$ cat src/rtl/mult_par_pkg.sv
// Shared types, limits and helpers for the parity-protected pipelined multiplier.
// Operand width is bounded by MAX_WIDTH so a single op struct serves every instance.
package mult_par_pkg;

  localparam int MAX_WIDTH   = 32;
  localparam int MIN_WIDTH   = 4;
  localparam int MIN_LATENCY = 2;
  localparam int PAR_W       = 2 * MAX_WIDTH;

  typedef enum logic {
    ST_IDLE,
    ST_ACK
  } hs_state_e;

  typedef struct packed {
    logic [MAX_WIDTH-1:0] a;
    logic [MAX_WIDTH-1:0] b;
    logic                 mode;
    logic                 err;
  } mult_op_s;

  function automatic logic even_parity(input logic [PAR_W-1:0] v);
    return ^v;
  endfunction

  // Keeps the pipeline at least one internal stage deep for illegal LATENCY values.
  function automatic int clamp_latency(input int lat);
    return (lat < MIN_LATENCY) ? MIN_LATENCY : lat;
  endfunction

endpackage

$ cat src/rtl/mult_par_pipe_core.sv
// Valid/data shift pipeline: product, error flag and parity formed at stage 0,
// registered through, and landed in hold-until-next-result output registers.
module mult_par_pipe_core
  import mult_par_pkg::*;
#(
  parameter int WIDTH   = 16,
  parameter int LATENCY = 3
) (
  input  logic               clk,
  input  logic               rst_n,
  input  logic               in_valid,
  input  mult_op_s           in_op,
  output logic [2*WIDTH-1:0] result,
  output logic               result_parity,
  output logic               arg_parity_error,
  output logic               result_rdy,
  output logic               done_err
);

  localparam int PW     = 2 * WIDTH;
  localparam int STAGES = clamp_latency(LATENCY) - 1;

  logic [PW-1:0]              ext_a, ext_b, prod_c;
  logic                       par_c;
  logic [STAGES-1:0]          vld_q, err_q, par_q;
  logic [STAGES-1:0][PW-1:0]  prod_q;

  // Sign extension to full product width makes one multiplier serve both modes.
  always_comb begin
    ext_a  = {{WIDTH{in_op.mode & in_op.a[WIDTH-1]}}, in_op.a[WIDTH-1:0]};
    ext_b  = {{WIDTH{in_op.mode & in_op.b[WIDTH-1]}}, in_op.b[WIDTH-1:0]};
    prod_c = in_op.err ? '0 : ext_a * ext_b;
    par_c  = even_parity(PAR_W'(prod_c));
  end

  always_ff @(posedge clk or negedge rst_n) begin
    if (!rst_n) begin
      vld_q  <= '0;
      err_q  <= '0;
      par_q  <= '0;
      prod_q <= '0;
    end else begin
      vld_q[0]  <= in_valid;
      err_q[0]  <= in_op.err;
      par_q[0]  <= par_c;
      prod_q[0] <= prod_c;
      for (int i = 1; i < STAGES; i++) begin
        vld_q[i]  <= vld_q[i-1];
        err_q[i]  <= err_q[i-1];
        par_q[i]  <= par_q[i-1];
        prod_q[i] <= prod_q[i-1];
      end
    end
  end

  always_ff @(posedge clk or negedge rst_n) begin
    if (!rst_n) begin
      result           <= '0;
      result_parity    <= 1'b0;
      arg_parity_error <= 1'b0;
      result_rdy       <= 1'b0;
    end else begin
      result_rdy <= vld_q[STAGES-1];
      if (vld_q[STAGES-1]) begin
        result           <= prod_q[STAGES-1];
        result_parity    <= par_q[STAGES-1];
        arg_parity_error <= err_q[STAGES-1];
      end
    end
  end

  assign done_err = vld_q[STAGES-1] & err_q[STAGES-1];

  if (WIDTH < MAX_WIDTH) begin : g_unused
    logic unused_hi;
    assign unused_hi = ^{in_op.a[MAX_WIDTH-1:WIDTH], in_op.b[MAX_WIDTH-1:WIDTH]};
  end

endmodule

$ cat src/rtl/mult_par_pipe.sv
// Pipelined multiplier top: req/ack capture with one-cycle cooldown, argument
// parity check, and a saturating count of parity-errored operations.
module mult_par_pipe
  import mult_par_pkg::*;
#(
  parameter int WIDTH    = 16,
  parameter int LATENCY  = 3,
  parameter int ERRCNT_W = 8
) (
  input  logic                clk,
  input  logic                rst_n,
  input  logic [WIDTH-1:0]    arg_a,
  input  logic [WIDTH-1:0]    arg_b,
  input  logic                arg_a_parity,
  input  logic                arg_b_parity,
  input  logic                signed_mode,
  input  logic                req,
  output logic                ack,
  output logic [2*WIDTH-1:0]  result,
  output logic                result_parity,
  output logic                result_rdy,
  output logic                arg_parity_error,
  output logic [ERRCNT_W-1:0] err_count
);

  hs_state_e state_q, state_d;
  mult_op_s  op_q;
  logic      capture, a_err, b_err, done_err;

  // ACK state doubles as the cooldown cycle, so req is ignored while ack is high.
  always_comb begin
    state_d = state_q;
    capture = 1'b0;
    case (state_q)
      ST_IDLE: begin
        if (req) begin
          state_d = ST_ACK;
          capture = 1'b1;
        end
      end
      ST_ACK:  state_d = ST_IDLE;
      default: state_d = ST_IDLE;
    endcase
  end

  always_ff @(posedge clk or negedge rst_n) begin
    if (!rst_n) state_q <= ST_IDLE;
    else        state_q <= state_d;
  end

  assign ack   = (state_q == ST_ACK);
  assign a_err = even_parity(PAR_W'(arg_a)) != arg_a_parity;
  assign b_err = even_parity(PAR_W'(arg_b)) != arg_b_parity;

  always_ff @(posedge clk or negedge rst_n) begin
    if (!rst_n) begin
      op_q <= '0;
    end else if (capture) begin
      op_q.a    <= MAX_WIDTH'(arg_a);
      op_q.b    <= MAX_WIDTH'(arg_b);
      op_q.mode <= signed_mode;
      op_q.err  <= a_err | b_err;
    end
  end

  mult_par_pipe_core #(
    .WIDTH   (WIDTH),
    .LATENCY (LATENCY)
  ) u_core (
    .clk              (clk),
    .rst_n            (rst_n),
    .in_valid         (ack),
    .in_op            (op_q),
    .result           (result),
    .result_parity    (result_parity),
    .arg_parity_error (arg_parity_error),
    .result_rdy       (result_rdy),
    .done_err         (done_err)
  );

  // Counted on the same edge that raises result_rdy for the errored op.
  always_ff @(posedge clk or negedge rst_n) begin
    if (!rst_n) begin
      err_count <= '0;
    end else if (done_err && (err_count != '1)) begin
      err_count <= err_count + 1'b1;
    end
  end

endmodule

$ cat config.mk
export PLATFORM = sky130hd
export DESIGN_NAME = mult_par_pipe
export DESIGN_NICKNAME = d
export VERILOG_FILES = /design/src/rtl/mult_par_pkg.sv /design/src/rtl/mult_par_pipe_core.sv /design/src/rtl/mult_par_pipe.sv
export SDC_FILE = /design/constraint.sdc
export NUM_CORES = 1
export LEC_CHECK = 0
export BUFFER_PORTS_ARGS = -buffer_cell sky130_fd_sc_hd__clkbuf_2
export CELL_PAD_IN_SITES_DETAIL_PLACEMENT = 0
export CELL_PAD_IN_SITES_GLOBAL_PLACEMENT = 1
export CORE_AREA = 4 4 177 179
export CTS_CLUSTER_DIAMETER = 100
export DETAILED_ROUTE_END_ITERATION = 10
export DIE_AREA = 0 0 181 183
export PLACE_DENSITY = 0.95
export SYNTH_ARGS = -nofsm -noshare
export SYNTH_HDL_FRONTEND = slang
export SYNTH_SLANG_ARGS = --single-unit
$ cat constraint.sdc
create_clock -name clk -period 12.3 [get_ports clk]
set_clock_uncertainty 0.15 [all_clocks]
set_input_delay 1.23 -clock clk [delete_from_list [all_inputs] [get_ports clk]]
set_output_delay 1.23 -clock clk [all_outputs]
set_load 0.03 [all_outputs]
# Yosys cells after proc, flatten, opt, wreduce, memory -nomap -nowiden
# Cells that the tools add are included.
# totals
register_bits,148
in_bits,38
out_inout_bits,44
# op_classes
add_sub_neg,1
n_mul,1
n_eq_ne,3
mux,4
n_bitwise,5
n_reduce_logical,4
# op_table
operator,count
64-bit XOR reduction,3
17-bit by 17-bit multiplier with 32-bit output,1
32-bit 2-to-1 mux,1
8-bit by 1-bit adder with 8-bit output (second input constant),1
8-bit != test (second input constant),1
1-bit AND,3
1-bit 2-to-1 mux,2
1-bit != test,2
1-bit one-hot mux with 2 select lines,1
1-bit logical AND,1
1-bit NOT,1
1-bit OR,1

# Depth between registers and ports, before layout
# Gate-level depths: netlist (run 1).
# depth
ltp_word,4
mapped_depth,28
depth_no_buf,27

# By module
# A second synthesis (run 1) with hierarchy kept.
# unflattened
hier_cells,1505
area_unflattened_um2,15791.4
# by_module_without_submodules
module,instances,cells_each,area_each_um2
mult_par_pipe_core,1,1297,13842.0
mult_par_pipe,1,208,1949.4

# Worst setup path after synthesis (run 1)
# No wires, ideal clock.
# synth_path
path_kind,register -> register
start,register op_q[49] in the netlist's numbering
end,register u_core.par_q[0]
setup_time_ns,0.080
arrival_time_ns,6.886
required_ns,12.070
slack_ns,5.184
stages_incl_launch_ff,25
n_path_buf,1
period_less_slack_ns,7.116
path_cell_list,dfrtp_1 > and2_1 > clkbuf_1 > nand2_1 > inv_1 > fa_1 > inv_1 > fa_1 > inv_1 > fa_1 > fa_1 > fa_1 > fa_1 > ha_1 > a21oi_1 > o21ai_0 > a221o_1 > a221o_1 > a21o_1 > a21o_1 > a21o_1 > a21o_1 > xnor3_1 > nor2_1 > xnor2_1
# synth_via
elab_chain_len,4
# synth_lines
item,line,text
from (decl),mult_par_pipe.sv:27,mult_op_s op_q;
1-bit AND,mult_par_pipe_core.sv:30,"ext_a = {{WIDTH{in_op.mode & in_op.a[WIDTH-1]}}, in_op.a[WIDTH-1:0]};"
17-bit by 17-bit multiplier with 32-bit output *,mult_par_pipe_core.sv:32,prod_c = in_op.err ? '0 : ext_a * ext_b;
32-bit 2-to-1 mux *,mult_par_pipe_core.sv:32,
64-bit XOR reduction *,mult_par_pkg.sv:23,return ^v;
via u_core.par_c,mult_par_pipe_core.sv:24,logic par_c;
to (signal assigned),mult_par_pipe_core.sv:45,par_q[0] <= par_c;
"to (signal, indexed assignment)",mult_par_pipe_core.sv:50,par_q[i] <= par_q[i-1];
to (decl),mult_par_pipe_core.sv:25,"logic [STAGES-1:0] vld_q, err_q, par_q;"
# Mark *: on every way through the listed nets, which the timed path passes. The rest lies on a longest branch.
# A chain may end at the register's enable or synchronous reset.

# Worst setup path after layout (run 1)
# Same ends and word-level chain as after synthesis.

==> summary.md, run 1 <==
| Metric | Value |
|---|---|
| Post-synthesis compound-gate area fraction | 0.02889 |
| Post-synth ARST share | 1.000 |
| CP max stage delay | 800 ps |
| Outcome | completed |
| Gates resized, CTS repair | 0 |
| Share of layout cells above drive strength 1 | 0.1307 |
| Vias in the first global route | 11340 |
| Multi-input logic area | 10830 sq um |
| Sum Neg Setup Slack | 0 ps |
| First-pass GRT wire length | 57.57 mm |
| RR Endpoint | u_core.par_q[0] |
| Cell count along the critical path | 23 |
| Syn Inst Count | 1500 |
| Crit path from | op_q[49] |
| Reg2reg start | op_q[49] |
| Register area share after synthesis | 0.2324 |
| CP dominant cell by count | fa_1 |
| # DRC | 0 |
| GRT Util Overall | 0.2161 |
| WL final | 33.24 mm |
| Worst-Skew Late Latency | 430 ps |
| Buf+Inv Stages, Crit Path | 3 |
| Clock sink count | 148 |
| Placer Congestion | 0.9006 |
| Final Critical Period | 7954 ps |
| Slew Limit Fails | 0 |
| Max cap viols | 0 |
| Die W | 181 microns |
| GRT overflow | 0 |
| Final Setup Violations | 0 |
| Antenna violations before repair | 0 |
| # fillers | 2513 |
| Yosys warnings | 0 |
| Crit start category | register |
| Average cell area after synthesis | 10.62 sq um |
| Drt pass-1 iters | 5 |
| Ant diodes | 0 |
| Clock tree buffer depth | 2 |
| Initial Utilization | 0.5391 |
| CTS H-tree depth | 4 |
| Cells along the critical path | and2_1 -> nand2_1 -> inv_1 -> fa_1 -> inv_1 -> fa_1 -> inv_1 -> fa_1 -> fa_1 -> fa_1 -> fa_1 -> ha_1 -> a21oi_1 -> o21ai_0 -> a221o_1 -> a221o_1 -> a21o_1 -> a21o_1 -> a21o_1 -> a21o_1 -> xnor3_1 -> nor2_1 -> xnor2_1 |
| Worst EP arrival | 8140 ps |
| Main combinational cell family by area after synthesis | adder cells |
| Reg2Reg Setup Slack | 4350 ps |
| Crit Path Class | reg -> reg |
| Worst EP required | 12480 ps |
| Max FO, Critical Path | 26 |
| Seq. cell area | 3704 sq um |
| Netlist cell types | 46 |
| Final #Nets | 1951 |
| Synth Area in Simple Gates | 0.1150 |
| Post-route clock period utilization | 0.6467 |
| EDFF count, synth | 0 |
| Yosys top cell area share | 0.3542 |
| CTS tree | done |
| Mapped Area | 15940 sq um |
| Die height | 183 microns |
| Crit path max-delay cell type | fa_1 |
| Wirelength per Cell | 17.04 microns |
| Fin. Hold Viols | 0 |
| 1st-iter DRT viols | 754 |
| RSZ-0062 raised after global routing | no |
| Row count | 63 |
| Largest net degree at the start of global routing | 79 |
| Top post-synthesis cells by area | fa_1, dfrtp_1, inv_1 |
| Post-synthesis xor/xnor area fraction | 0.06956 |
| Adder-cell share of the synthesized area | 0.4194 |
| Placed instance count | 1919 |
| Rel. slew slack | 0.4319 |
| Clk slew on worst S/H paths | 70 ps |
| Highest clock rate | 0.1257 GHz |
| Synthesis-to-layout area growth | 8.566% |
| Syn nets | 1903 |
| Root Driver | clkbuf_16 |
| ANT nets after route | 0 |
| Via count | 10160 |
| Final non-filler cell total | 1951 |
| Worst R2R Path Depth | 23 |
| #FFs+latches synth | 148 |
| Area leader, netlist | fa_1 |
| Postcts setup bufs | 0 |
| IO buf count | 81 |
| Post-synthesis mux area share | 0.04664 |
| Drt via density | 5.208 |
| Setup crit end | u_core.par_q[0] |
| Hold buffer count at CTS | 0 |
| # IOs | 82 |
| Delay-heaviest family, CP | adder cells |
| CTS buffer count | 17 |
| HP Class | reg -> reg |
| CORE AREA | 29560 sq um |
| Post-DP HPWL | 25.87 mm |
| Full die area | 33120 sq um |
| Ys flop type | dfrtp_1 |
| Actual slew at the worst max-slew pin | 852.1 ps |
| CP endpoint kind | register |
## worst register-to-register path, delay by kind of cell, from the launching register on
family	cells	cell delay, ps
adder cells (fa/ha/maj)	7	3750
AO/OA/AOI/OAI	8	1770
flip-flops	1	650
AND/OR/NAND/NOR	3	640
XOR/XNOR	2	510
buffers and inverters	3	420
## layout make-up
type / count / area share
clock buffers: 17 / 0.02459
clock inverters: 15 / 0.01367
inverters: 313 / 0.06791
multi-input cells: 983 / 0.6260
flip-flops and latches: 148 / 0.2141
well taps: 390 / 0.02820
repair buffers: 85 / 0.02553
## placed cells by master, fill, tap and decap left out, types with 2 or more instances in the layout
cell type / instances
nand2b_1: 4
a221o_1: 2
nand3_1: 3
inv_8: 5
nand4_1: 5
xnor2_2: 4
nor2_1: 51
o21bai_1: 5
a31oi_1: 3
or2_2: 6
inv_1: 313
a211oi_1: 3
and2_1: 119
and3_1: 9
o211ai_1: 2
fa_1: 282
xor3_1: 2
dfrtp_1: 148
xor2_1: 23
ha_1: 83
a21oi_1: 18
buf_4: 4
nor3_1: 3
clkbuf_16: 17
nor2b_1: 6
and2_2: 5
nand2_1: 158
clkbuf_2: 80
bufinv_16: 4
a21o_1: 15
xnor2_1: 67
or2b_1: 2
xnor3_1: 8
mux2_2: 66
o21ai_0: 10
o21ai_1: 7
clkinv_4: 2
inv_6: 3
## how the worst min path moves through the flow
| stage | from | endpoint | slack, ps | cells past startpoint |
|---|---|---|---|---|
| final | u_core.prod_q[18] | u_core.prod_q[50] | 190 | 0 |
| after global routing | u_core.prod_q[6] | u_core.prod_q[38] | 210 | 0 |
| after CTS | u_core.prod_q[27] | u_core.prod_q[59] | 190 | 0 |
| after detailed placement | u_core.err_q[0] | u_core.err_q[1] | 180 | 0 |
| after global placement | u_core.prod_q[3] | u_core.prod_q[35] | 180 | 0 |
| after floorplan | u_core.err_q[0] | u_core.err_q[1] | 180 | 0 |
## cell usage after synthesis, types with 5 or more instances
cell type and count:
a21oi_1 18, or2_2 6, o21bai_1 5, ha_1 83, o21ai_0 10, clkbuf_1 51, a21o_1 15, xnor3_1 8
nor2b_1 7, mux2_2 66, and2_2 5, and2_1 119, o21ai_1 7, fa_1 282, dfrtp_1 148, inv_1 313
nand4_1 5, and3_1 9, xor2_1 23, nand2_1 158, xnor2_1 67, nor2_1 51
## kinds of logic after synthesis
kind of cell | after synthesis
and+or+nand+nor | 376
buffers and inverters | 369
adders and majority gates | 365
DFF | 148
xor gates and xnor gates | 105
AOI/OAI and AO/OA | 71
muxes | 66
## routing by layer
layer,part of all wire,track usage
met4,0.019,0.05554
met3,0.058,0.03511
met5,0,0
met2,0.49,0.3657
met1,0.43,0.2962
## per-stage QoR
stage | hold WS [ps] | util | instance area [sq um] | worst slack, ps
2_1_floorplan | 181.2 | - | 15940 | 5184
3_3_place_gp | 182.4 | 0.5629 | 16640 | 4636
3_5_place_dp | 184.7 | 0.5629 | 16640 | 4492
4_1_cts | 194.4 | 0.5853 | 17300 | 4414
5_1_grt | 205.0 | 0.5853 | 17300 | 3983
6_report | 195.0 | 0.5853 | 17300 | 4346
## sequential cells by signal, indices dropped and copies added (netlist names)
name                     count
u_core.prod_q               64
op_q                        34
u_core.result               32
err_count                    8
u_core.err_q                 2
u_core.par_q                 2
u_core.vld_q                 2
ack                          1
u_core.arg_parity_error      1
u_core.result_parity         1
u_core.result_rdy            1
Power of run 1 is left out: the tool's default activity adds up to more than one toggle a clock period on the data nets, which glitch-free logic cannot reach.
==> inputs of run 2 (changes only) <==
Settings changed: ABC_AREA set to 1, CORE_AREA 4 4 177 179 to 4 4 194 196, DIE_AREA 0 0 181 183 to 0 0 198 200, PLACE_DENSITY 0.95 to 0.93.
Clock period 12.3 ns to 8.1 ns, I/O delays scaled along.
==> run 2 against run 1 <==
  * Synthesized area up 9.8%
  * Count of clock-buffer cells in the layout is 1 higher
  * Via count is 30% higher
  * Global-route usage up 0.89 points
  * Hold slack worse by 1.2 ps
  * Wire length up 26%
  * Die area is 20% higher
  * Critical path depth is 5 higher
  * Flip-flop and latch count is the same
  * Worst setup slack got worse by 3500 ps
  * Register-to-register slack got worse by 3500 ps
  * Largest cell class unchanged
==> summary.md, run 2 <==
| Metric | Value |
|---|---|
| Post-synth ARST share | 1.000 |
| Share of layout cells above drive strength 1 | 0.09443 |
| Clk slew on worst S/H paths | 90 ps |
| CP max stage delay | 860 ps |
| Synthesis-to-layout area growth | 7.318% |
| Max reg flops | 64 |
| Wirelength per Cell | 15.79 microns |
| Most frequent cells in the layout | nand2_1, inv_1, fa_1 |
| Outcome | completed |
| GRT overflow | 0 |
| WL final | 41.99 mm |
| Largest net degree at the start of global routing | 80 |
| Crit Path Class | reg -> reg |
| Hold worst-path end | u_core.prod_q[44] |
| Full die area | 39600 sq um |
| CORE AREA | 36080 sq um |
| CTS buffer count | 17 |
| Rel. slew slack | 0.3733 |
| Average cell area after synthesis | 8.124 sq um |
| Post-DP HPWL | 32.90 mm |
| CP dominant cell by count | nand2_1 |
| Sum Neg Setup Slack | 0 ps |
| Worst R2R Path Depth | 28 |
| Worst-Skew Late Latency | 450 ps |
| Worst EP required | 8290 ps |
| Highest clock rate | 0.1370 GHz |
| Reg2reg start | op_q[49] |
| First-pass GRT wire length | 70.01 mm |
| Die W | 198 microns |
| GRT Util Overall | 0.2250 |
| Delay-heaviest family, CP | adder cells |
| Row count | 70 |
| Most common cell in the netlist | nand2_1 |
| RSZ-0062 raised after global routing | no |
| Drt via density | 4.955 |
| Die height | 200 microns |
| Slew Limit Fails | 0 |
| Antenna violations before repair | 0 |
| #FFs+latches synth | 148 |
| Top post-synthesis cells by area | fa_1, dfrtp_1, nand2_1 |
| Register area share after synthesis | 0.2117 |
| # IOs | 82 |
| # DRC | 0 |
| Hold buffer count at CTS | 0 |
| Ys flop type | dfrtp_1 |
| Postcts setup bufs | 0 |
| CP endpoint kind | register |
| Biggest register | u_core.prod_q |
| Post-route clock period utilization | 0.9014 |
| Worst EP arrival | 7490 ps |
| Clock sink count | 148 |
| Via count | 13180 |
| Hold_sp | u_core.prod_q[12] |
| Final Critical Period | 7301 ps |
| Biggest regs | u_core.prod_q x64, op_q x34, u_core.result x32 |
| Yosys warnings | 0 |
| # fillers | 3360 |
| 1st-iter DRT viols | 888 |
| Gates resized, CTS repair | 0 |
| Area after DPL | 18200 sq um |
| Min-Delay Path Depth | 0 |
| Initial Utilization | 0.4847 |
| Crit start category | register |
| CTS tree | done |
| Commonest cells post-synth | nand2_1, inv_1, fa_1 |
| IO buf count | 81 |
| Placer Congestion | 0.9476 |
| Finished Cell Area | 18770 sq um |
| Drt pass-1 iters | 7 |
| Syn nets | 2556 |
| Crit path max-delay cell type | fa_1 |
| Ant diodes | 0 |
| RR Endpoint | u_core.par_q[0] |
| ANT nets after route | 0 |
| Fin. Hold Viols | 0 |
| Vias in the first global route | 14180 |
| Mapped Area | 17490 sq um |
| EDFF count, synth | 0 |
| Buf+Inv Stages, Crit Path | 5 |
| Most common cell after layout, fill and taps aside | nand2_1 |
| Syn Inst Count | 2153 |
| Clock tree buffer depth | 2 |
| HP Class | reg -> reg |
| Root Driver | clkbuf_16 |
| CTS H-tree depth | 4 |
| Reg2Reg Setup Slack | 800 ps |
| Area leader, netlist | fa_1 |
| Yosys top cell area share | 0.3228 |
| Final #Nets | 2582 |
| Netlist cell types | 37 |
| Max cap viols | 0 |
| Max FO, Critical Path | 18 |
| Actual slew at the worst max-slew pin | 940.0 ps |
| Final Setup Violations | 0 |
run 2: changes by cell type in the layout (fill, tap and decap cells not counted), sizes merged, moves of 19 or more:
| cell | previous run | this run |
|---|---|---|
| inv | 321 | 600 |
| and2 | 124 | 0 |
| xnor2 | 72 | 28 |
| nand2 | 159 | 662 |
| mux2 | 66 | 33 |
| nand3 | 3 | 63 |
| nand4 | 5 | 24 |
run 2: worst max path at each step:
stage / endpoint / cells past startpoint / start
5_1_grt: u_core.par_q[0] / 28 / op_q[49]
6_report: u_core.par_q[0] / 28 / op_q[49]
2_1_floorplan: u_core.par_q[0] / 33 / op_q[49]
3_3_place_gp: u_core.par_q[0] / 25 / op_q[49]
3_5_place_dp: u_core.par_q[0] / 28 / op_q[49]
4_1_cts: u_core.par_q[0] / 28 / op_q[49]
run 2: cell families (layout without fill, tap and decap cells):
logic type,Yosys count,in the layout,share of synthesized area
AO/OA/AOI/OAI,42,42,0.01338
multiplexers,33,33,0.02125
flip-flops,148,148,0.2117
XOR/XNOR,52,52,0.02604
buffers and inverters,672,711,0.1460
adder cells (fa/ha/maj),365,365,0.3821
AND/OR/NAND/NOR,841,841,0.1994
run 2: area by class of cell:
type / instances / area [sq um] / area share
clock buffers: 18 / 429.2 / 0.02286
clock inverters: 14 / 137.6 / 0.007332
inverters: 592 / 2222 / 0.1184
multi-input cells: 1333 / 11240 / 0.5986
flip-flops and latches: 148 / 3704 / 0.1973
well taps: 468 / 585.6 / 0.03120
repair buffers: 87 / 456.7 / 0.02433
run 2: layer usage:
layer	share of wire	wire [microns]	global-route usage
met1	0.39	16400	0.2775
met2	0.51	21350	0.3971
met3	0.064	2683	0.03709
met4	0.037	1555	0.09028
met5	0	0	0
run 2: stage by stage:
step / hold slack [ps] / worst slack [ps] / util / std cells
finish: 193.8 / 798.9 / 0.5202 / 2660
global route: 196.3 / 220.6 / 0.5202 / 2660
CTS: 193.8 / 743.2 / 0.5202 / 2660
detailed placement: 184.7 / 818.0 / 0.5045 / 2628
global placement: 182.7 / 809.0 / 0.5045 / 2628
floorplan: 181.2 / 1849 / - / 2153
Power of run 2 is left out for the same reason.
